File: src/rtl/uart_tx.sv
// UART transmitter with CTS flow control: byte in on valid/ready, async serial frame out; line lags state by one cycle.
// Backpressure: o_ready only in IDLE, so the source holds i_valid for the whole frame; CTS gates frame start only.
module uart_tx #(
    parameter int ClksPerBit = 868,
    parameter int DataBits   = 8,
    parameter int ParityEn   = 0,
    parameter int ParityOdd  = 0,
    parameter int StopBits   = 1,
    parameter int CtsEn      = 1
) (
    input  logic                i_clk,
    input  logic                i_rst,
    input  logic [DataBits-1:0] i_data,
    input  logic                i_valid,
    output logic                o_ready,
    output logic                o_busy,
    output logic                o_uart_tx,
    input  logic                i_uart_cts_n
);

    localparam int BAUD_W = $clog2(ClksPerBit);
    localparam int BIT_W  = $clog2(DataBits + 1);

    localparam logic [BAUD_W-1:0] BAUD_LAST = BAUD_W'(ClksPerBit - 1);
    localparam logic [BIT_W-1:0]  DATA_LAST = BIT_W'(DataBits - 1);
    localparam logic [BIT_W-1:0]  STOP_LAST = BIT_W'(StopBits - 1);

    typedef enum logic [2:0] {
        IDLE,
        WAIT_CTS,
        START,
        DATA,
        PARITY,
        STOP
    } state_e;

    state_e                state_q, state_d;
    logic [BAUD_W-1:0]     baud_q, baud_d;
    logic [BIT_W-1:0]      bit_q, bit_d;
    logic [DataBits-1:0]   shreg_q, shreg_d;
    logic                  par_q, par_d;
    logic                  tx_q, tx_d;
    logic [1:0]            cts_sync_q, cts_sync_d;

    logic cts_s;
    logic cts_ok;
    logic cell_done;
    logic accept;

    assign cts_s     = cts_sync_q[1];
    assign cts_ok    = (CtsEn == 0) | ~cts_s;
    assign cell_done = (baud_q == BAUD_LAST);

    assign o_ready   = (state_q == IDLE) & ~i_rst;
    assign o_busy    = (state_q != IDLE);
    assign o_uart_tx = tx_q;
    assign accept    = i_valid & o_ready;

    always_comb begin
        state_d    = state_q;
        baud_d     = baud_q;
        bit_d      = bit_q;
        shreg_d    = shreg_q;
        par_d      = par_q;
        tx_d       = 1'b1;
        cts_sync_d = {cts_sync_q[0], i_uart_cts_n};

        // Baud counter free-runs through every bit cell and wraps on the boundary.
        if (state_q == START || state_q == DATA || state_q == PARITY || state_q == STOP) begin
            baud_d = cell_done ? '0 : baud_q + BAUD_W'(1);
        end else begin
            baud_d = '0;
        end

        case (state_q)
            IDLE: begin
                tx_d = 1'b1;
                if (accept) begin
                    shreg_d = i_data;
                    par_d   = (^i_data) ^ (ParityOdd != 0);
                    state_d = cts_ok ? START : WAIT_CTS;
                end
            end
            WAIT_CTS: begin
                tx_d = 1'b1;
                if (cts_ok) begin
                    state_d = START;
                end
            end
            START: begin
                tx_d = 1'b0;
                if (cell_done) begin
                    state_d = DATA;
                    bit_d   = '0;
                end
            end
            DATA: begin
                tx_d = shreg_q[0];
                if (cell_done) begin
                    shreg_d = shreg_q >> 1;
                    if (bit_q == DATA_LAST) begin
                        state_d = (ParityEn != 0) ? PARITY : STOP;
                        bit_d   = '0;
                    end else begin
                        bit_d = bit_q + BIT_W'(1);
                    end
                end
            end
            PARITY: begin
                tx_d = par_q;
                if (cell_done) begin
                    state_d = STOP;
                    bit_d   = '0;
                end
            end
            STOP: begin
                tx_d = 1'b1;
                // Bit counter doubles as the stop-cell counter.
                if (cell_done) begin
                    if (bit_q == STOP_LAST) begin
                        state_d = IDLE;
                        bit_d   = '0;
                    end else begin
                        bit_d = bit_q + BIT_W'(1);
                    end
                end
            end
            default: begin
                state_d = IDLE;
                tx_d    = 1'b1;
            end
        endcase
    end

    always_ff @(posedge i_clk) begin
        if (i_rst) begin
            state_q    <= IDLE;
            baud_q     <= '0;
            bit_q      <= '0;
            shreg_q    <= '0;
            par_q      <= 1'b0;
            tx_q       <= 1'b1;
            cts_sync_q <= 2'b11;
        end else begin
            state_q    <= state_d;
            baud_q     <= baud_d;
            bit_q      <= bit_d;
            shreg_q    <= shreg_d;
            par_q      <= par_d;
            tx_q       <= tx_d;
            cts_sync_q <= cts_sync_d;
        end
    end

endmodule

File: config.mk
export PLATFORM = sky130hd
export DESIGN_NAME = uart_tx
export DESIGN_NICKNAME = d
export VERILOG_FILES = /design/src/rtl/uart_tx.sv
export SDC_FILE = /design/constraint.sdc
export NUM_CORES = 1
export LEC_CHECK = 0
export ABC_CLOCK_PERIOD_IN_PS = 5400
export CAP_MARGIN = 20
export CORE_MARGIN = 3
export CORE_UTILIZATION = 60
export DETAILED_ROUTE_END_ITERATION = 7
export GPL_TIMING_DRIVEN = 0
export PLACE_DENSITY = 0.84
export SYNTH_ARGS = -nofsm -noshare
export SYNTH_HDL_FRONTEND = slang
export SYNTH_SLANG_ARGS = --single-unit
File: constraint.sdc
create_clock -name i_clk -period 5.4 [get_ports i_clk]
set_input_delay 1.08 -clock i_clk [delete_from_list [all_inputs] [get_ports i_clk]]
set_output_delay 1.08 -clock i_clk [all_outputs]
set_load 0.03 [all_outputs]
# Word-level counts from Yosys, hierarchy flattened
# Index checks and enable logic that the tools add are counted.
[totals]
ff_bits = 29
input_bits = 12
out_inout_bits = 3
elab_cells = 64
[op_classes]
addsub = 2
eq_ne = 16
muxes = 20
n_bitwise = 4
reduce_logical = 15
[op_table]
columns = ["operator", "n"]
rows = [
  ["two-way mux 3 bit", 8],
  ["two-way mux 4 bit", 5],
  ["one-hot mux 3 bit (6 select lines)", 1],
  ["two-way mux 8 bit", 2],
  ["one-hot mux 8 bit (2 select lines)", 1],
  ["inequality test 2 bit, second input constant", 6],
  ["one-hot mux 4 bit (3 select lines)", 1],
  ["adder 10 x 1 -> 10 bit, second input constant", 1],
  ["== test 10 bit, second input constant", 1],
  ["AND reduction 8 bit", 1],
  ["XOR reduction 8 bit", 1],
  ["== test 3 x 2 -> 1 bit, second input constant", 2],
  ["== test 3 bit, second input constant", 2],
  ["inequality test 2 x 1 -> 1 bit, second input constant", 3],
  ["nonzero test 3 bit", 2],
  ["adder 4 x 1 -> 4 bit, second input constant", 1],
  ["== test 4 x 3 -> 1 bit, second input constant", 1],
  ["zero test 4 bit", 1],
  ["AND reduction 4 bit", 1],
  ["== test 3 x 1 -> 1 bit, second input constant", 1],
  ["zero test 3 bit", 1],
  ["logical OR 1 bit", 3],
  ["one-hot mux 1 bit (3 select lines)", 1],
  ["AND reduction 3 bit", 1],
  ["7 further kinds", 9],
]

# Logic depth before layout (Yosys ltp)
[logic_depth]
word_depth = 6
mapped_depth = 7
ltp_nobuf = 6

# Worst setup path before layout
# OpenSTA, ideal clock, no wires.
[synth_timing]
path_kind = "input-to-output"
start = "in i_rst"
end = "out o_ready"
t_arrival_ps = 1697
required_time_ps = 4320
setup_slack_ps = 2623
stages = 2
path_buffers = 1
cell_sequence = "clkbuf_1 -> nor2_1"
[synth_between]
elab_chain_cells = 2
[synth_lines]
columns = ["item", "line", "source"]
rows = [
  ["start, declared", "12", "input logic i_rst,"],
  ["inverter 1 bit", "54", "assign o_ready = (state_q == IDLE) & ~i_rst;"],
  ["bitwise AND 1 bit", "54", ""],
  ["end, declared", "15", "output logic o_ready,"],
]
# No other way between the ends.

# Worst setup path in the final report
# Ends and elaborated chain as after synthesis.

==> results.toml <==
[route]
drtPass1Iterations = 4
route.detailed.drc = 0
drt-initial-drc-count = 42
num_vias = 1365
wl_per_cell_um = 14.56
drtAntennaViolNets = 0
viasPerCell = 5.987
wl_um = 3319

[logic_synthesis]
syn_inst = 177
ys.warnings.count = 0
synth_edf_count = 0
synth-seq-area-share_pct = 36.05
synth_cell_type_count = 48
synth_common_cells = "dfxtp_1 (29), nor2_1 (15), xnor2_1 (14)"
synthArstFlopShare_pct = 0
synth_nets = 193
synthFlopType = "dfxtp_1"
ys_top_cells_by_area = "dfxtp_1 (36%), xnor2_1 (7.6%), mux2i_1 (5.0%)"
synth_seq_cells = 29
avgSynthCellArea_um2 = 9.098
synth_most_common_cell = "dfxtp_1"
synth_top_area_share_pct = 36.05
yosysTopAreaCell = "dfxtp_1"
syn_area_um2 = 1610

[setup_path]
r2r_cells = 7
worst-path-max-fanout = 10
crit_arrival_ps = 2710
timing.critical_path.to = "o_ready"
start_kind = "primary input"
endpoint_kind = "output port"
r2r-end = "bit_q[3]"
r2r_slack_ps = 3260
criticalPathCategory = "primary input to output port"
required_ps = 4320
cp-startpoint = "i_rst"
r2r_start = "state_q[1]"

[cts]
clockBufferDepth = 2
clk_latency_ps = 340
post_cts_resized = 0
cts.sink_count = 29
post_cts_buffers = 0
clk_pin_slew_ps = 90
cts_hold_buf = 0
cts-root-buf = "clkbuf_4"
htreeDepth = 2
cts_buffers = 5
cts_tree = "yes"

[hold_path]
worst_hold_path_type = "register to register"

[sta]
finalCritPeriodShare_pct = 70.14
setup_viol = 0
fin_tns_setup_ps = 0
hold_viol = 0
tightest_slew_ps = 532.5
fin_skew_ps = 7.845
fin_crit_ps = 3787
max-slew-margin-rel_pct = 64.43
hold_ws_ps = 416.3
grt_setup_unrepaired = "no"
max_freq_mhz = 264.0
drv_slew = 0

[die]
die_x_um = 57.81
die_h_um = 57.81
io_pins = 15
core_area_um2 = 2522
row_count = 18
dieArea_um2 = 3341
initial_utilization_pct = 63.84

[layout]
areaGrowthSynthToFinish_pct = 14.69
drive_gt1_share_pct = 14.14
area.sequential_um2 = 580.6
stdcell_area_um2 = 1847
multi_input_area_um2 = 940.9
finalNetCount = 214
n_antenna_cell = 0
fill_cells = 199

[placed_design]
place_congestion = 0.8291
portBuffers = 14
hpwl_um = 2351
dpl_cell_area_um2 = 1788

[power_and_ir_drop]
peakVddDrop_v = 0.0002357
power.density_nw_per_um2 = 262.8
leakage_nw = 0.7003

[status]
status = "complete, no violations"

[global_route]
first_global_vias = 1351
antenna_found_initial = 0
grt_pass1_wl_um = 5796
groute.usage.overall_pct = 22.71
grt_max_degree = 11
grt_overflow_total = 0

[flow_run]
max_cap_viol_count = 0
## layout by cell type (no fill, tap or decap), drive strengths merged, types with 6 or more instances in the layout
cell type,synthesis,final
nor2,16,16
nand3,6,6
o311a,7,7
inv,8,8
buf,7,7
clkdlybuf4s50,0,14
clkbuf,2,8
o21ai,10,10
dfxtp,29,29
xnor2,14,14
nand2,11,11
mux2i,8,8
## critical path, stage by stage
cell and delay, ps:
clkdlybuf4s50_1 510, clkbuf_1 400, nor2_1 110, clkdlybuf4s50_1 610
## power by group
part / total, mW / switching (mW) / internal [mW]
combinational: 0.111 / 0.0589 / 0.0521
clock: 0.137 / 0.0761 / 0.0608
sequential: 0.237 / 0.00965 / 0.228
## metrics by stage
| stage | setup WS (ps) | power, mW | util [%] | instances |
|---|---|---|---|---|
| CTS | 1614 | 0.4862 | 73.21 | 228 |
| global placement | 1655 | 0.3476 | 70.88 | 221 |
| global route | 1483 | 0.5088 | 73.21 | 228 |
| finish | 1613 | 0.4853 | 73.21 | 228 |
| detailed placement | 1619 | 0.3514 | 70.88 | 221 |
| floorplan | 2623 | 0.3180 | - | 177 |
## metal layers
metal | wire length, um | share of wire (%) | vias up | GRT usage, %
li1 | - | - | 687 | -
met1 | 1548 | 47 | 643 | 26.84
met2 | 1543 | 46 | 27 | 37.26
met3 | 158 | 4.8 | 8 | 6.236
met4 | 68 | 2.0 | 0 | 12.25
met5 | 0 | 0 | - | 0
## cells by family (layout without fill, tap and decap cells)
logic type	Yosys count	count (layout)	synth area share, %
xor+xnor	16	16	8.703
buf+inv	17	38	5.517
compound gates	35	35	17.25
mux	9	9	5.672
fa+ha+maj	4	4	3.108
simple gates	67	67	23.70
flops	29	29	36.05
## layout make-up
class | instances | area share [%]
Buffer | 9 | 3.184
Timing Repair Buffer | 14 | 7.588
Inverter | 8 | 1.626
Clock buffer | 6 | 2.778
Multi-Input combinational cell | 131 | 50.95
Clock inverter | 1 | 0.4065
Sequential cell | 29 | 31.44
Tap cell | 30 | 2.033
## registers in the layout (all words and copies together), names as in the netlist
name        count
baud_q         10
shreg_q         8
bit_q           4
state_q         3
cts_sync_q      2
o_uart_tx       1
par_q           1
## how the worst min path moves through the flow
stage / cells past startpoint / end / startpoint / slack (ps)
finish: 1 / cts_sync_q[1] / cts_sync_q[0] / 420
global route: 1 / cts_sync_q[1] / cts_sync_q[0] / 440
CTS: 1 / cts_sync_q[1] / cts_sync_q[0] / 420
detailed placement: 1 / cts_sync_q[1] / cts_sync_q[0] / 390
global placement: 1 / cts_sync_q[1] / cts_sync_q[0] / 400
floorplan: 1 / cts_sync_q[1] / cts_sync_q[0] / 390
(Power assumes the default switching activity.)
